## src/rtl/pwm_pkg.sv

```systemverilog
// Constants and types shared by the PWM link transmitter and receiver.
// The transmitter divides each period into PWM_SLOTS slots and encodes speed as the number of high slots.
package pwm_pkg;

  localparam int PWM_SLOTS = 16;
  localparam int SPEED_W   = 4;

  localparam logic [SPEED_W-1:0] SPEED_MAX = SPEED_W'(PWM_SLOTS - 1);

  typedef enum logic [1:0] {
    S_IDLE,
    S_HIGH,
    S_LOW,
    S_STUCK
  } pwm_dec_state_t;

endpackage

```

## src/rtl/pwm_decoder_if.sv

```systemverilog
// Signal bundle between the PWM line source and the decoder with its telemetry outputs.
// The master side drives the line; the slave side decodes it.
interface pwm_decoder_if;
  import pwm_pkg::*;

  logic               pwm_in;
  logic [SPEED_W-1:0] speed_out;
  logic               speed_valid;
  logic               period_err;
  logic               stuck_high;

  modport master (
    output pwm_in,
    input  speed_out,
    input  speed_valid,
    input  period_err,
    input  stuck_high
  );

  modport slave (
    input  pwm_in,
    output speed_out,
    output speed_valid,
    output period_err,
    output stuck_high
  );

endinterface

```

## src/rtl/pwm_in_sync.sv

```systemverilog
// Brings the asynchronous PWM line into the FPGA_clk domain and detects its edges.
// rise/fall are single-cycle pulses; high and low widths pass through unchanged.
module pwm_in_sync #(
  parameter int SYNC_STAGES = 2
) (
  input  logic FPGA_clk,
  input  logic FPGA_reset_n,
  input  logic pwm_in,
  output logic level,
  output logic rise,
  output logic fall
);

  logic [SYNC_STAGES-1:0] sync_q;
  logic                   prev_q;

  // NOTE: non-blocking assignments so every stage samples the previous stage's old value.
  always_ff @(posedge FPGA_clk or negedge FPGA_reset_n) begin
    if (!FPGA_reset_n) begin
      sync_q <= '0;
      prev_q <= 1'b0;
    end else begin
      sync_q <= {sync_q[SYNC_STAGES-2:0], pwm_in};
      prev_q <= sync_q[SYNC_STAGES-1];
    end
  end

  assign level = sync_q[SYNC_STAGES-1];
  assign rise  = level & ~prev_q;
  assign fall  = ~level & prev_q;

endmodule

```

## src/rtl/pwm_decoder.sv

```systemverilog
// Receive side of the 16-level motor PWM link: measures high time and period of the synchronized
// line, recovers the speed code at every rise, and flags off-nominal or stuck signals.
module pwm_decoder
  import pwm_pkg::*;
#(
  parameter int PRESCALER_WIDTH = 12,
  parameter int SYNC_STAGES     = 2,
  parameter int PERIOD_TOL_LOG2 = PRESCALER_WIDTH - 2
) (
  input  logic          FPGA_clk,
  input  logic          FPGA_reset_n,
  pwm_decoder_if.slave  bus
);

  localparam int CNT_W  = PRESCALER_WIDTH + 5;
  localparam int CNT_W1 = CNT_W + 1;

  localparam logic [CNT_W-1:0] TIMEOUT    = '1;
  localparam logic [CNT_W-1:0] NOMINAL    = CNT_W'(PWM_SLOTS) << PRESCALER_WIDTH;
  localparam logic [CNT_W-1:0] PER_TOL    = CNT_W'(1) << PERIOD_TOL_LOG2;
  localparam logic [CNT_W:0]   ROUND_HALF = CNT_W1'(1) << (PRESCALER_WIDTH - 1);

  logic level, rise, fall;

  pwm_in_sync #(
    .SYNC_STAGES (SYNC_STAGES)
  ) u_sync (
    .FPGA_clk     (FPGA_clk),
    .FPGA_reset_n (FPGA_reset_n),
    .pwm_in       (bus.pwm_in),
    .level        (level),
    .rise         (rise),
    .fall         (fall)
  );

  pwm_dec_state_t     state_q, state_d;
  logic [CNT_W-1:0]   hi_q, hi_d;
  logic [CNT_W-1:0]   per_q, per_d;
  logic [SPEED_W-1:0] speed_q, speed_d;
  logic               valid_q, valid_d;
  logic               err_q, err_d;
  logic               stuck_q, stuck_d;

  // Counters stop at TIMEOUT instead of wrapping, so a dead line can never look like a valid period.
  function automatic logic [CNT_W-1:0] sat_inc(input logic [CNT_W-1:0] v);
    return (v == TIMEOUT) ? v : v + CNT_W'(1);
  endfunction

  // Publish arithmetic: round high time to the nearest slot, clamp to the top code.
  logic [CNT_W:0]     hi_round;
  logic [SPEED_W-1:0] speed_pub;
  logic [CNT_W-1:0]   per_diff;
  logic               err_pub;

  assign hi_round  = ({1'b0, hi_q} + ROUND_HALF) >> PRESCALER_WIDTH;
  assign speed_pub = (hi_round > CNT_W1'(SPEED_MAX)) ? SPEED_MAX : hi_round[SPEED_W-1:0];
  assign per_diff  = (per_q >= NOMINAL) ? (per_q - NOMINAL) : (NOMINAL - per_q);
  assign err_pub   = (per_diff > PER_TOL);

  always_ff @(posedge FPGA_clk or negedge FPGA_reset_n) begin
    if (!FPGA_reset_n) begin
      state_q <= S_IDLE;
      hi_q    <= '0;
      per_q   <= '0;
      speed_q <= '0;
      valid_q <= 1'b0;
      err_q   <= 1'b0;
      stuck_q <= 1'b0;
    end else begin
      state_q <= state_d;
      hi_q    <= hi_d;
      per_q   <= per_d;
      speed_q <= speed_d;
      valid_q <= valid_d;
      err_q   <= err_d;
      stuck_q <= stuck_d;
    end
  end

  // NOTE: every signal driven here gets a default first, so no path can infer a latch.
  always_comb begin
    state_d = state_q;
    hi_d    = hi_q;
    per_d   = per_q;
    speed_d = speed_q;
    valid_d = 1'b0;
    err_d   = err_q;
    stuck_d = stuck_q;

    unique case (state_q)
      S_IDLE: begin
        if (rise) begin
          state_d = S_HIGH;
          hi_d    = CNT_W'(1);
          per_d   = CNT_W'(1);
        end
      end

      S_HIGH: begin
        // An edge takes priority over a coincident timeout.
        if (fall) begin
          state_d = S_LOW;
          per_d   = sat_inc(per_q);
        end else if (per_q == TIMEOUT && level) begin
          state_d = S_STUCK;
          stuck_d = 1'b1;
          speed_d = SPEED_MAX;
          valid_d = 1'b1;
        end else begin
          hi_d    = sat_inc(hi_q);
          per_d   = sat_inc(per_q);
        end
      end

      S_LOW: begin
        if (rise) begin
          speed_d = speed_pub;
          err_d   = err_pub;
          valid_d = 1'b1;
          state_d = S_HIGH;
          hi_d    = CNT_W'(1);
          per_d   = CNT_W'(1);
        end else if (per_q == TIMEOUT) begin
          // A line parked low is the legal encoding of speed 0, not a period fault.
          state_d = S_IDLE;
          speed_d = '0;
          err_d   = 1'b0;
          valid_d = 1'b1;
        end else begin
          per_d   = sat_inc(per_q);
        end
      end

      S_STUCK: begin
        per_d = sat_inc(per_q);
        if (fall) begin
          state_d = S_LOW;
          stuck_d = 1'b0;
        end
      end

      default: state_d = S_IDLE;
    endcase
  end

  assign bus.speed_out   = speed_q;
  assign bus.speed_valid = valid_q;
  assign bus.period_err  = err_q;
  assign bus.stuck_high  = stuck_q;

endmodule

```

## src/flat_wrapper.sv

```systemverilog
// flat-port wrapper written by rule: the top's interface ports become plain ports
module pwm_decoder_flat import pwm_pkg::*;
#(
  parameter int PRESCALER_WIDTH = 12,
  parameter int SYNC_STAGES     = 2,
  parameter int PERIOD_TOL_LOG2 = PRESCALER_WIDTH - 2
)
  (FPGA_clk, FPGA_reset_n, bus_pwm_in, bus_speed_out, bus_speed_valid, bus_period_err, bus_stuck_high);
  pwm_decoder_if bus_i ();
  input  logic FPGA_clk;
  input  logic FPGA_reset_n;
  input wire logic [$bits(bus_i.pwm_in)-1:0] bus_pwm_in;
  output wire logic [$bits(bus_i.speed_out)-1:0] bus_speed_out;
  output wire logic [$bits(bus_i.speed_valid)-1:0] bus_speed_valid;
  output wire logic [$bits(bus_i.period_err)-1:0] bus_period_err;
  output wire logic [$bits(bus_i.stuck_high)-1:0] bus_stuck_high;
  assign bus_i.pwm_in = bus_pwm_in;
  assign bus_speed_out = bus_i.speed_out;
  assign bus_speed_valid = bus_i.speed_valid;
  assign bus_period_err = bus_i.period_err;
  assign bus_stuck_high = bus_i.stuck_high;
  pwm_decoder #(.PRESCALER_WIDTH(PRESCALER_WIDTH), .SYNC_STAGES(SYNC_STAGES), .PERIOD_TOL_LOG2(PERIOD_TOL_LOG2)) u_core (.FPGA_clk(FPGA_clk), .FPGA_reset_n(FPGA_reset_n), .bus(bus_i));
endmodule
```

## config.mk

```make
export PLATFORM = sky130hd
export DESIGN_NAME = pwm_decoder_flat
export DESIGN_NICKNAME = d
export VERILOG_FILES = /design/src/rtl/pwm_pkg.sv /design/src/rtl/pwm_decoder_if.sv /design/src/rtl/pwm_in_sync.sv /design/src/rtl/pwm_decoder.sv /design/src/flat_wrapper.sv
export SDC_FILE = /design/constraint.sdc
export NUM_CORES = 1
export LEC_CHECK = 0
export BUFFER_PORTS_ARGS = -buffer_cell sky130_fd_sc_hd__buf_2
export CORE_ASPECT_RATIO = 0.5
export CORE_MARGIN = 3
export CORE_UTILIZATION = 25
export CTS_BUF_LIST = sky130_fd_sc_hd__clkbuf_16
export DETAILED_ROUTE_END_ITERATION = 12
export HOLD_SLACK_MARGIN = 0.03
export MAX_ROUTING_LAYER = met4
export PLACE_DENSITY_LB_ADDON = 0.05
export SYNTH_ARGS = -nofsm -noshare
export SYNTH_HDL_FRONTEND = slang
export SYNTH_SLANG_ARGS = --single-unit
```

## constraint.sdc

```tcl
create_clock -name FPGA_clk -period 6.2 [get_ports FPGA_clk]
set_input_delay 0.93 -clock FPGA_clk [delete_from_list [all_inputs] [get_ports FPGA_clk]]
set_output_delay 0.93 -clock FPGA_clk [all_outputs]
set_load 0.05 [all_outputs]
```

==> results of run 1 <==
==> worst min path at each step <==
stage                                  startpoint  slack (ns)                 endpoint  cells after the start
after detailed placement  u_core.u_sync.sync_q[0]        0.34  u_core.u_sync.sync_q[1]                      0
after global routing      u_core.u_sync.sync_q[0]        0.36  u_core.u_sync.sync_q[1]                      0
final                     u_core.u_sync.sync_q[0]        0.35  u_core.u_sync.sync_q[1]                      0
after global placement    u_core.u_sync.sync_q[0]        0.33  u_core.u_sync.sync_q[1]                      0
after floorplan           u_core.u_sync.sync_q[0]        0.33  u_core.u_sync.sync_q[1]                      0
after CTS                 u_core.u_sync.sync_q[0]        0.35  u_core.u_sync.sync_q[1]                      0
==> cell families after synthesis <==
family,after synthesis,share of synthesized area (%)
muxes,10,3.45
xor gates and xnor gates,16,4.54
AOI/OAI and AO/OA,82,17.8
adders and majority gates,11,4.46
DFF,46,37.3
and+or+nand+nor,163,28.0
buffers and inverters,29,4.42
==> power groups by stage <==
stage          clock (uW)  combinational [uW]  sequential, uW
2_1_floorplan           0                 476             448
3_3_place_gp            0                 679             407
3_5_place_dp            0                 678             409
4_1_cts               279                 682             403
5_1_grt               294                 754             411
6_report              268                 671             403
==> metrics by stage <==
stage / hold slack [ns] / cell area (um2)
global placement: 0.332 / 3230
detailed placement: 0.341 / 3230
floorplan: 0.331 / 3090
CTS: 0.350 / 3360
finish: 0.346 / 3360
global route: 0.363 / 3360
==> registers in the layout (all words and copies together), names as in the netlist <==
| signal | cells |
|---|---|
| u_core.bus.period_err | 1 |
| u_core.bus.stuck_high | 1 |
| u_core.hi_q | 17 |
| u_core.per_q | 17 |
| u_core.bus.speed_valid | 1 |
| u_core.u_sync.sync_q | 2 |
| u_core.state_q | 2 |
| u_core.u_sync.prev_q | 1 |
| u_core.bus.speed_out | 4 |
==> worst max-delay path, cell delays in order, from the launching register on <==
cell and delay, ns:
sky130_fd_sc_hd__dfrtp_1 0.41, sky130_fd_sc_hd__ha_1 0.23, sky130_fd_sc_hd__and3_1 0.24, sky130_fd_sc_hd__nand4_1 0.14, sky130_fd_sc_hd__or2_2 0.17, sky130_fd_sc_hd__nor3_1 0.07
sky130_fd_sc_hd__ha_1 0.20, sky130_fd_sc_hd__o21a_1 0.19, sky130_fd_sc_hd__nor2_1 0.36, sky130_fd_sc_hd__o211ai_2 0.44, sky130_fd_sc_hd__a21o_1 0.28, sky130_fd_sc_hd__a22o_1 0.17
==> layout make-up <==
class                           count  area (um2)
Fill cell                        1210        8160
Tap cell                          159         199
Timing Repair Buffer               10        52.6
Clock buffer                        5         125
Multi-Input combinational cell    282        1800
Sequential cell                    46        1150
Clock inverter                      3        12.5
Inverter                            7        26.3
==> cell usage after synthesis (all sizes together) (2+ instances only) <==
master,count
nor2,34
ha,11
xor2,13
o31ai,5
mux2,5
o21a,2
a21o,2
nor3b,2
or2,4
xnor2,3
o21bai,2
nand2,41
nor2b,4
nor3,13
nand3,12
and3,6
inv,7
or3,3
nor4,3
nand4,13
and4,5
dfrtp,46
a21oi,18
buf,12
mux2i,5
o211ai,2
a41oi,4
a22o,10
clkbuf,10
a21boi,5
and2,10
a31oi,6
nand2b,9
o21ai,18
o32ai,3
==> metal layers <==
metal  up-vias  wire [um]
met2        38       3550
li1       1272          -
met5         -          0
met4         0        131
met3        16        203
met1      1269       3970
==> results_tabular.tex, run 1 <==
\begin{tabular}{lr}
\hline
Metric & Value \\
\hline
\multicolumn{2}{l}{\textbf{Global route}} \\
Met2 Usage GRT & 19.4\% \\
Global-route layer with the greatest usage & met2 \\
Overflow left after global routing & 0 \\
Global-route wire length before repair & between 10,000 and 15,000 um \\
Largest net degree at the start of global routing & 47 \\
M3 GR Usage & 2.66\% \\
GR Util met1 & 16.4\% \\
Global-route total usage across every layer & roughly an eighth \\
Vias in the first global route & 2,519 \\
Number of antenna violations at the first check in global routing & 0 \\
\multicolumn{2}{l}{\textbf{Logic synthesis}} \\
Mapped cell area & 3090 um2 \\
Top cells by area in the synthesized netlist & sky130\_fd\_sc\_hd\_\_dfrtp\_1, sky130\_fd\_sc\_hd\_\_nand2\_1, sky130\_fd\_sc\_hd\_\_ha\_1, sky130\_fd\_sc\_hd\_\_nor2\_1, sky130\_fd\_sc\_hd\_\_xor2\_1 \\
Netlist cell types & 53 \\
Mean cell area of the mapped netlist & 8.64 um2 \\
Synth Net Count & 371 \\
Count of warnings emitted by yosys & 0 \\
Library cell with the largest summed area after synthesis & sky130\_fd\_sc\_hd\_\_dfrtp\_1 \\
Sequential cell area fraction in the yosys report & 37.3\% \\
Dominant synthesized flop cell & sky130\_fd\_sc\_hd\_\_dfrtp\_1 \\
Synth Register Bits & between 40 and 50 \\
Fraction of post-synthesis cell area in the top cell type by area & a little under two fifths \\
Number of enable-type register cells in the synthesized netlist & 0 \\
Post-synth ARST share & 100\% \\
Gate count after technology mapping & 357 \\
\multicolumn{2}{l}{\textbf{Timing}} \\
Final setup viols & 0 \\
Sum Neg Setup Slack & 0 ns \\
Setup repair after global routing missed its margin & no \\
Final Worst Setup Slack & 3.18 ns \\
Max\_slew headroom & 32.2\% \\
Clock period minus final worst setup slack & $\sim$3.0 ns \\
Number of hold-slack violations in the final timing report & 0 \\
Maximum clock frequency & roughly 330 MHz \\
Tightest Pin Transition & 1.02 ns \\
Period utilisation layout & between 40\% and 50\% \\
Setup Skew & $\sim$0.0059 ns \\
Max-slew violation count & 0 \\
\multicolumn{2}{l}{\textbf{Cells and area}} \\
Fin util & slightly below 30\% \\
Number of nets in the layout & between 300 and 400 \\
Ratio of cells with drive above 1 in the final layout & under 10\% \\
Commonest cells after routing, fill and taps aside & sky130\_fd\_sc\_hd\_\_dfrtp\_1, sky130\_fd\_sc\_hd\_\_nand2\_1, sky130\_fd\_sc\_hd\_\_nor2\_1, sky130\_fd\_sc\_hd\_\_a21oi\_1, sky130\_fd\_sc\_hd\_\_o21ai\_0 \\
Final Non-Filler Cells & between 500 and 600 \\
Most common cell after layout, fill and taps aside & sky130\_fd\_sc\_hd\_\_dfrtp\_1 \\
Synthesis-to-finish area growth & 9.04\% \\
Antenna diodes & 0 \\
\multicolumn{2}{l}{\textbf{Power}} \\
Cell Int Power & 732 uW \\
Static leakage & 0.00142 uW \\
Share of total power consumed by net switching & 45.5\% \\
Total chip power & $\sim$1300 uW \\
Combinational share of power & 50.0\% \\
Power spent charging and discharging nets & 610 uW \\
VDD IR-drop max & 0.000127 V \\
Sequential Power Share & a little under a third \\
Clock share of power & 19.9\% \\
Power Dens Cells & approximately 400 nW/um2 \\
\multicolumn{2}{l}{\textbf{Placed design}} \\
Number of buffer cells added on primary ports & 9 \\
Placed cell count & 504 \\
HPWL after detailed placement & 5550 um \\
Gpl congestion & roughly 0.84 \\
Setup slack at placement & 3.15 ns \\
\multicolumn{2}{l}{\textbf{Floorplan}} \\
Top-level port count & 10 \\
Placeable core region & between 10,000 and 15,000 um2 \\
Initial Utilization & a little over a quarter \\
Die footprint & around 14,000 um2 \\
DIE HEIGHT & 84.6 um \\
\# rows & 27 \\
Chip width & 163 um \\
\multicolumn{2}{l}{\textbf{Setup path}} \\
Kind of capture point of the worst setup path & register \\
R2R cell count & 11 \\
Critical path capture point & u\_core.hi\_q[15] \\
Reg-to-reg startpoint & u\_core.hi\_q[0] \\
Worst reg2reg path endpoint & u\_core.hi\_q[15] \\
Critical path class & reg2reg \\
CP startpoint kind & register \\
Worst Setup SP & u\_core.hi\_q[0] \\
Setup slack of the worst register-to-register path & roughly 3.2 ns \\
Maximum fanout along the worst path & 17 \\
Data required, critical path & between 6 and 7 ns \\
Critical Path AT & around 3.2 ns \\
\multicolumn{2}{l}{\textbf{Clocking}} \\
TritonCTS Buffers & 5 \\
CTS resizes & 0 \\
H-tree depth reported by CTS & 2 \\
Clock Tree Root & sky130\_fd\_sc\_hd\_\_clkbuf\_16 \\
Clock latency on the worst-skew pair & 0.29 ns \\
Number of sinks handled by clock tree synthesis & 46 \\
Hold bufs inserted after CTS & 0 \\
Post-CTS repair timing setup buffer count & 0 \\
CTS tree & yes \\
Clock buffer depth & 2 \\
Post-CTS clock slew at the launch and capture registers of the worst setup and hold paths & 0.07 ns \\
\multicolumn{2}{l}{\textbf{Route}} \\
Post-DR wirelength/cell & approximately 15 um \\
Pre-Repair DR Iteration Count & 4 \\
Post-DRT Antenna Nets & 0 \\
DRC Markers & 0 \\
Total via count after detailed routing & 2,595 \\
Post-DR vias/cell & 5.07 \\
Drt total wl & 7860 um \\
Violation count after the first detailed-routing iteration & between 100 and 150 \\
\multicolumn{2}{l}{\textbf{Min path}} \\
Worst min-delay path category & reg2reg \\
\multicolumn{2}{l}{\textbf{Run status}} \\
Result of the run & completed \\
\multicolumn{2}{l}{\textbf{Job}} \\
Max capacitance violation total & 0 \\
\hline
\end{tabular}
Power figures use the tool's default switching activity.
==> run 2: changes to the inputs <==
clock period = 2.7 ns   (was 6.2 ns; I/O delays follow)
==> results_tabular.tex, run 2 (synthesized netlist as in run 1, its figures left out) <==
\begin{tabular}{lr}
\hline
Metric & Value \\
\hline
\multicolumn{2}{l}{\textbf{Cells and area}} \\
Number of nets in the layout & 387 \\
Synthesis-to-finish area growth & 15.3\% \\
Layout filler cell count & 1,221 \\
Most common cell after layout, fill and taps aside & sky130\_fd\_sc\_hd\_\_dfrtp\_1 \\
Antenna diodes & 0 \\
Commonest cells after routing, fill and taps aside & sky130\_fd\_sc\_hd\_\_dfrtp\_1, sky130\_fd\_sc\_hd\_\_nand2\_1, sky130\_fd\_sc\_hd\_\_nor2\_1, sky130\_fd\_sc\_hd\_\_buf\_4, sky130\_fd\_sc\_hd\_\_a21oi\_1 \\
Ratio of cells with drive above 1 in the final layout & 17.4\% \\
\multicolumn{2}{l}{\textbf{Power}} \\
VDD IR-drop max & 0.000298 V \\
Static leakage & between 0.0015 and 0.002 uW \\
Power Dens Cells & 918 nW/um2 \\
\multicolumn{2}{l}{\textbf{Floorplan}} \\
Die footprint & 13,800 um2 \\
\# rows & 27 \\
Initial Utilization & 26.8\% \\
DIE HEIGHT & about 85 um \\
Chip width & 163 um \\
Top-level port count & 10 \\
Placeable core region & 11,500 um2 \\
\multicolumn{2}{l}{\textbf{Timing}} \\
Final setup viols & 0 \\
Max\_slew headroom & 27.1\% \\
Hold\_ws & 0.0929 ns \\
Max-slew violation count & 0 \\
Setup repair after global routing missed its margin & no \\
Clock period minus final worst setup slack & 2.53 ns \\
Number of hold-slack violations in the final timing report & 0 \\
Tightest Pin Transition & roughly 1.1 ns \\
Maximum clock frequency & 395 MHz \\
Setup Skew & between 0.004 and 0.005 ns \\
Period utilisation layout & 93.9\% \\
Sum Neg Setup Slack & 0 ns \\
\multicolumn{2}{l}{\textbf{Clocking}} \\
H-tree depth reported by CTS & 2 \\
Clock latency on the worst-skew pair & 0.29 ns \\
TritonCTS Buffers & 5 \\
Clock buffer depth & 2 \\
CTS tree & yes \\
Hold bufs inserted after CTS & 0 \\
Number of sinks handled by clock tree synthesis & 46 \\
Clock Tree Root & sky130\_fd\_sc\_hd\_\_clkbuf\_16 \\
Post-CTS clock slew at the launch and capture registers of the worst setup and hold paths & 0.07 ns \\
\multicolumn{2}{l}{\textbf{Min path}} \\
Worst min-delay path category & in2async \\
\multicolumn{2}{l}{\textbf{Route}} \\
Pre-Repair DR Iteration Count & 5 \\
Post-DRT Antenna Nets & 0 \\
Violation count after the first detailed-routing iteration & 192 \\
Post-DR wirelength/cell & about 15 um \\
DRC Markers & 0 \\
Total via count after detailed routing & roughly 2,700 \\
Drt total wl & 8170 um \\
Post-DR vias/cell & 5.01 \\
\multicolumn{2}{l}{\textbf{Global route}} \\
Global-route wire length before repair & 13,600 um \\
Overflow left after global routing & 0 \\
Number of antenna violations at the first check in global routing & 0 \\
Largest net degree at the start of global routing & 25 \\
Global-route total usage across every layer & 12.6\% \\
Vias in the first global route & 2,594 \\
\multicolumn{2}{l}{\textbf{Job}} \\
Max capacitance violation total & 0 \\
\multicolumn{2}{l}{\textbf{Setup path}} \\
CP startpoint kind & register \\
Critical path class & reg2reg \\
Data required, critical path & 2.84 ns \\
Maximum fanout along the worst path & 6 \\
Kind of capture point of the worst setup path & register \\
Critical Path AT & 2.68 ns \\
\multicolumn{2}{l}{\textbf{Placed design}} \\
HPWL after detailed placement & between 6000 and 7000 um \\
Gpl congestion & 0.806 \\
Number of buffer cells added on primary ports & 9 \\
\multicolumn{2}{l}{\textbf{Run status}} \\
Result of the run & completed \\
\hline
\end{tabular}
run 2: what timing repair did:
action / CTS / global route
setup endpoints to repair: 0 / 17
setup buffers: 0 / 3
gates resized for setup: 0 / 11
run 2: final cells by class:
type / instances / area (um2) / area share [%]
multi-input combinational: 282 / 1830 / 51.4
clock buffer: 5 / 125 / 3.52
tap: 159 / 199 / 5.59
timing repair buffer: 31 / 210 / 5.91
inverter: 7 / 26.3 / 0.738
sequential: 46 / 1150 / 32.3
clock inverter: 3 / 16.3 / 0.457
run 2: path summary, 6_finish.rpt:
check | start | endpoint | slack [ns] | cells after the start
min | FPGA_reset_n | u_core.hi_q[6] | 0.09 | 2
max reg2reg | u_core.per_q[1] | u_core.bus.period_err | 0.17 | 9
min in group FPGA_clk | bus_pwm_in | u_core.u_sync.sync_q[0] | 0.23 | 1
min reg2reg | u_core.u_sync.sync_q[0] | u_core.u_sync.sync_q[1] | 0.35 | 0
max | u_core.per_q[1] | u_core.bus.period_err | 0.17 | 9
max in group asynchronous | FPGA_reset_n | u_core.per_q[8] | 2.34 | 2
run 2: per-layer routing:
layer	vias up	global-route usage (%)	part of all wire (%)
met5	-	-	0
met2	33	19.5	45
met4	0	2.00	0.44
met1	1317	17.0	51
li1	1318	-	-
met3	4	3.35	3.1
run 2: critical path, stage by stage, from the launching register on:
cell and delay (ns):
sky130_fd_sc_hd__dfrtp_1 0.45, sky130_fd_sc_hd__inv_1 0.14, sky130_fd_sc_hd__ha_1 0.17, sky130_fd_sc_hd__or4b_2 0.66
sky130_fd_sc_hd__o21ai_2 0.19, sky130_fd_sc_hd__o211a_1 0.17, sky130_fd_sc_hd__nor2_1 0.04, sky130_fd_sc_hd__o31ai_1 0.28
sky130_fd_sc_hd__buf_4 0.17, sky130_fd_sc_hd__a41oi_1 0.12
run 2: stage by stage:
step                      std cells  utilization, %  setup WS (ns)  area (um2)  total power (uW)
final                           533            30.9          0.166        3560              3270
after global routing            533            30.9         0.0200        3560              3540
after global placement          522            29.2          0.120        3360              2610
after detailed placement        522            29.2         0.0392        3360              2610
after CTS                       530            30.4         0.0181        3500              3250
after floorplan                 357               -          0.208        3090              2120
run 2: where the power goes:
| part | total [uW] | leakage [uW] | internal, uW | switching, uW |
|---|---|---|---|---|
| logic | 1730 | 0.000845 | 671 | 1060 |
| clock network | 616 | 0.0000672 | 339 | 277 |
| registers | 920 | 0.000608 | 804 | 117 |
==> run 3: changes to the inputs <==
RECOVER_POWER = 50   (was not set)
==> results_tabular.tex, run 3 (synthesized netlist as in run 1, its figures left out) <==
\begin{tabular}{lr}
\hline
Metric & Value \\
\hline
\multicolumn{2}{l}{\textbf{Setup path}} \\
Kind of capture point of the worst setup path & register \\
R2R cell count & 9 \\
Reg-to-reg startpoint & u\_core.per\_q[1] \\
Critical Path AT & between 2 and 3 ns \\
Maximum fanout along the worst path & 6 \\
Critical path class & reg2reg \\
Critical path's slowest cell & sky130\_fd\_sc\_hd\_\_or4b\_2 \\
CP startpoint kind & register \\
Cells traversed along the worst timing path & inv\_1 -> ha\_1 -> or4b\_2 -> o21ai\_2 -> o211a\_1 -> nor2\_1 -> o31ai\_1 -> buf\_4 -> a41oi\_1 \\
Largest stage delay, worst path & 0.66 ns \\
Data required, critical path & 2.84 ns \\
Worst reg2reg path endpoint & u\_core.bus.period\_err \\
Setup slack of the worst register-to-register path & 0.16 ns \\
\multicolumn{2}{l}{\textbf{Timing}} \\
Period utilisation layout & 93.9\% \\
Setup repair after global routing missed its margin & no \\
Max-slew violation count & 0 \\
Maximum clock frequency & 394 MHz \\
Final setup viols & 0 \\
Setup Skew & 0.00443 ns \\
Max\_slew headroom & under 10\% \\
Sum Neg Setup Slack & 0 ns \\
Tightest Pin Transition & 1.37 ns \\
Clock period minus final worst setup slack & 2.54 ns \\
Number of hold-slack violations in the final timing report & 0 \\
\multicolumn{2}{l}{\textbf{Route}} \\
DRC Markers & 0 \\
Post-DRT Antenna Nets & 0 \\
Violation count after the first detailed-routing iteration & 187 \\
Drt total wl & 8170 um \\
Post-DR vias/cell & roughly 5.0 \\
Pre-Repair DR Iteration Count & 5 \\
Post-DR wirelength/cell & 15.3 um \\
Total via count after detailed routing & 2,665 \\
\multicolumn{2}{l}{\textbf{Clocking}} \\
CTS tree & yes \\
Hold bufs inserted after CTS & 0 \\
TritonCTS Buffers & 5 \\
Number of sinks handled by clock tree synthesis & between 40 and 50 \\
Clock buffer depth & 2 \\
Clock Tree Root & sky130\_fd\_sc\_hd\_\_clkbuf\_16 \\
Post-CTS clock slew at the launch and capture registers of the worst setup and hold paths & 0.07 ns \\
H-tree depth reported by CTS & 2 \\
Clock latency on the worst-skew pair & 0.29 ns \\
\multicolumn{2}{l}{\textbf{Run status}} \\
Result of the run & completed \\
\multicolumn{2}{l}{\textbf{Floorplan}} \\
Top-level port count & 10 \\
\# rows & 27 \\
Chip width & $\sim$160 um \\
Initial Utilization & 26.8\% \\
DIE HEIGHT & 84.6 um \\
Placeable core region & 11,500 um2 \\
Die footprint & 13,800 um2 \\
\multicolumn{2}{l}{\textbf{Cells and area}} \\
Synthesis-to-finish area growth & 15.1\% \\
Fin util & 30.8\% \\
Number of nets in the layout & 387 \\
Commonest cells after routing, fill and taps aside & sky130\_fd\_sc\_hd\_\_dfrtp\_1, sky130\_fd\_sc\_hd\_\_nand2\_1, sky130\_fd\_sc\_hd\_\_nor2\_1, sky130\_fd\_sc\_hd\_\_buf\_4, sky130\_fd\_sc\_hd\_\_a21oi\_1 \\
Ratio of cells with drive above 1 in the final layout & 16.8\% \\
Final Non-Filler Cells & 533 \\
Most common cell after layout, fill and taps aside & sky130\_fd\_sc\_hd\_\_dfrtp\_1 \\
Antenna diodes & 0 \\
\multicolumn{2}{l}{\textbf{Global route}} \\
Vias in the first global route & 2,594 \\
Global-route total usage across every layer & between 10\% and 20\% \\
Overflow left after global routing & 0 \\
Number of antenna violations at the first check in global routing & 0 \\
Largest net degree at the start of global routing & 25 \\
Global-route wire length before repair & 13,600 um \\
\multicolumn{2}{l}{\textbf{Power}} \\
Power Dens Cells & 919 nW/um2 \\
VDD IR-drop max & approximately 0.00030 V \\
Static leakage & 0.00151 uW \\
\multicolumn{2}{l}{\textbf{Min path}} \\
Hold worst-path end & u\_core.u\_sync.sync\_q[0] \\
Worst min-delay path category & in2reg \\
Origin of the worst min-delay path & bus\_pwm\_in \\
Worst hold path depth & 1 \\
\multicolumn{2}{l}{\textbf{Placed design}} \\
Placed cell count & 522 \\
Number of buffer cells added on primary ports & 9 \\
HPWL after detailed placement & 6000 um \\
Gpl congestion & approximately 0.8 \\
\multicolumn{2}{l}{\textbf{Job}} \\
Max capacitance violation total & 0 \\
\hline
\end{tabular}
[run 3: cell count changes in the layout (fill, tap and decap cells not counted), sizes merged]
cell,previous run,this run
buf,31,29
clkbuf,5,7
[run 3: worst max path at each step]
stage | startpoint | endpoint | slack, ns | cells after the start
floorplan | u_core.hi_q[0] | u_core.hi_q[13] | 0.21 | 12
global placement | u_core.hi_q[0] | u_core.hi_q[4] | 0.12 | 12
detailed placement | u_core.hi_q[0] | u_core.hi_q[4] | 0.04 | 12
CTS | u_core.hi_q[0] | u_core.hi_q[4] | 0.02 | 12
global route | u_core.per_q[1] | u_core.bus.period_err | 0.02 | 9
finish | u_core.per_q[1] | u_core.bus.period_err | 0.16 | 9
[run 3: metrics by stage]
step	cell area (um2)	setup slack, ns	hold WS, ns	total power (uW)
detailed placement	3360	0.0392	0.345	2610
floorplan	3090	0.208	0.109	2120
global route	3550	0.0200	0.221	3540
finish	3550	0.165	0.229	3260
CTS	3500	0.0181	0.109	3250
global placement	3360	0.120	0.332	2610
[run 3: critical path: cells and delay by family, from the launching register on]
family                     cells  cell delay (ns)
adders and majority gates      1             0.17
DFF                            1             0.45
AOI/OAI and AO/OA              4             0.76
and+or+nand+nor                2             0.70
buffers and inverters          2             0.31
[run 3: where the power goes]
part,total (uW),switching [uW],leakage [uW],internal (uW)
clock network,616,277,0.0000672,339
logic,1730,1060,0.000838,670
registers,921,117,0.000608,804
[run 3: what timing repair did]
item / in CTS / in global routing
setup endpoints to repair: 0 / 17
buffers inserted: 0 / 3
resized for setup: 0 / 11
[run 3: cell type report]
class                           count  area [um2]
Fill cell                        1221        7970
Multi-Input combinational cell    282        1830
Sequential cell                    46        1150
Timing Repair Buffer               31         203
Tap cell                          159         199
Clock buffer                        5         125
Inverter                            7        26.3
Clock inverter                      3        16.3
[run 3: routing by layer]
layer  track usage [%]  up-vias  share of wire, %
met5                 -        -                 0
met3              3.35        4               3.2
li1                  -     1318                 -
met2              19.5       37                45
met4              2.00        0              0.44
met1              17.0     1306                51
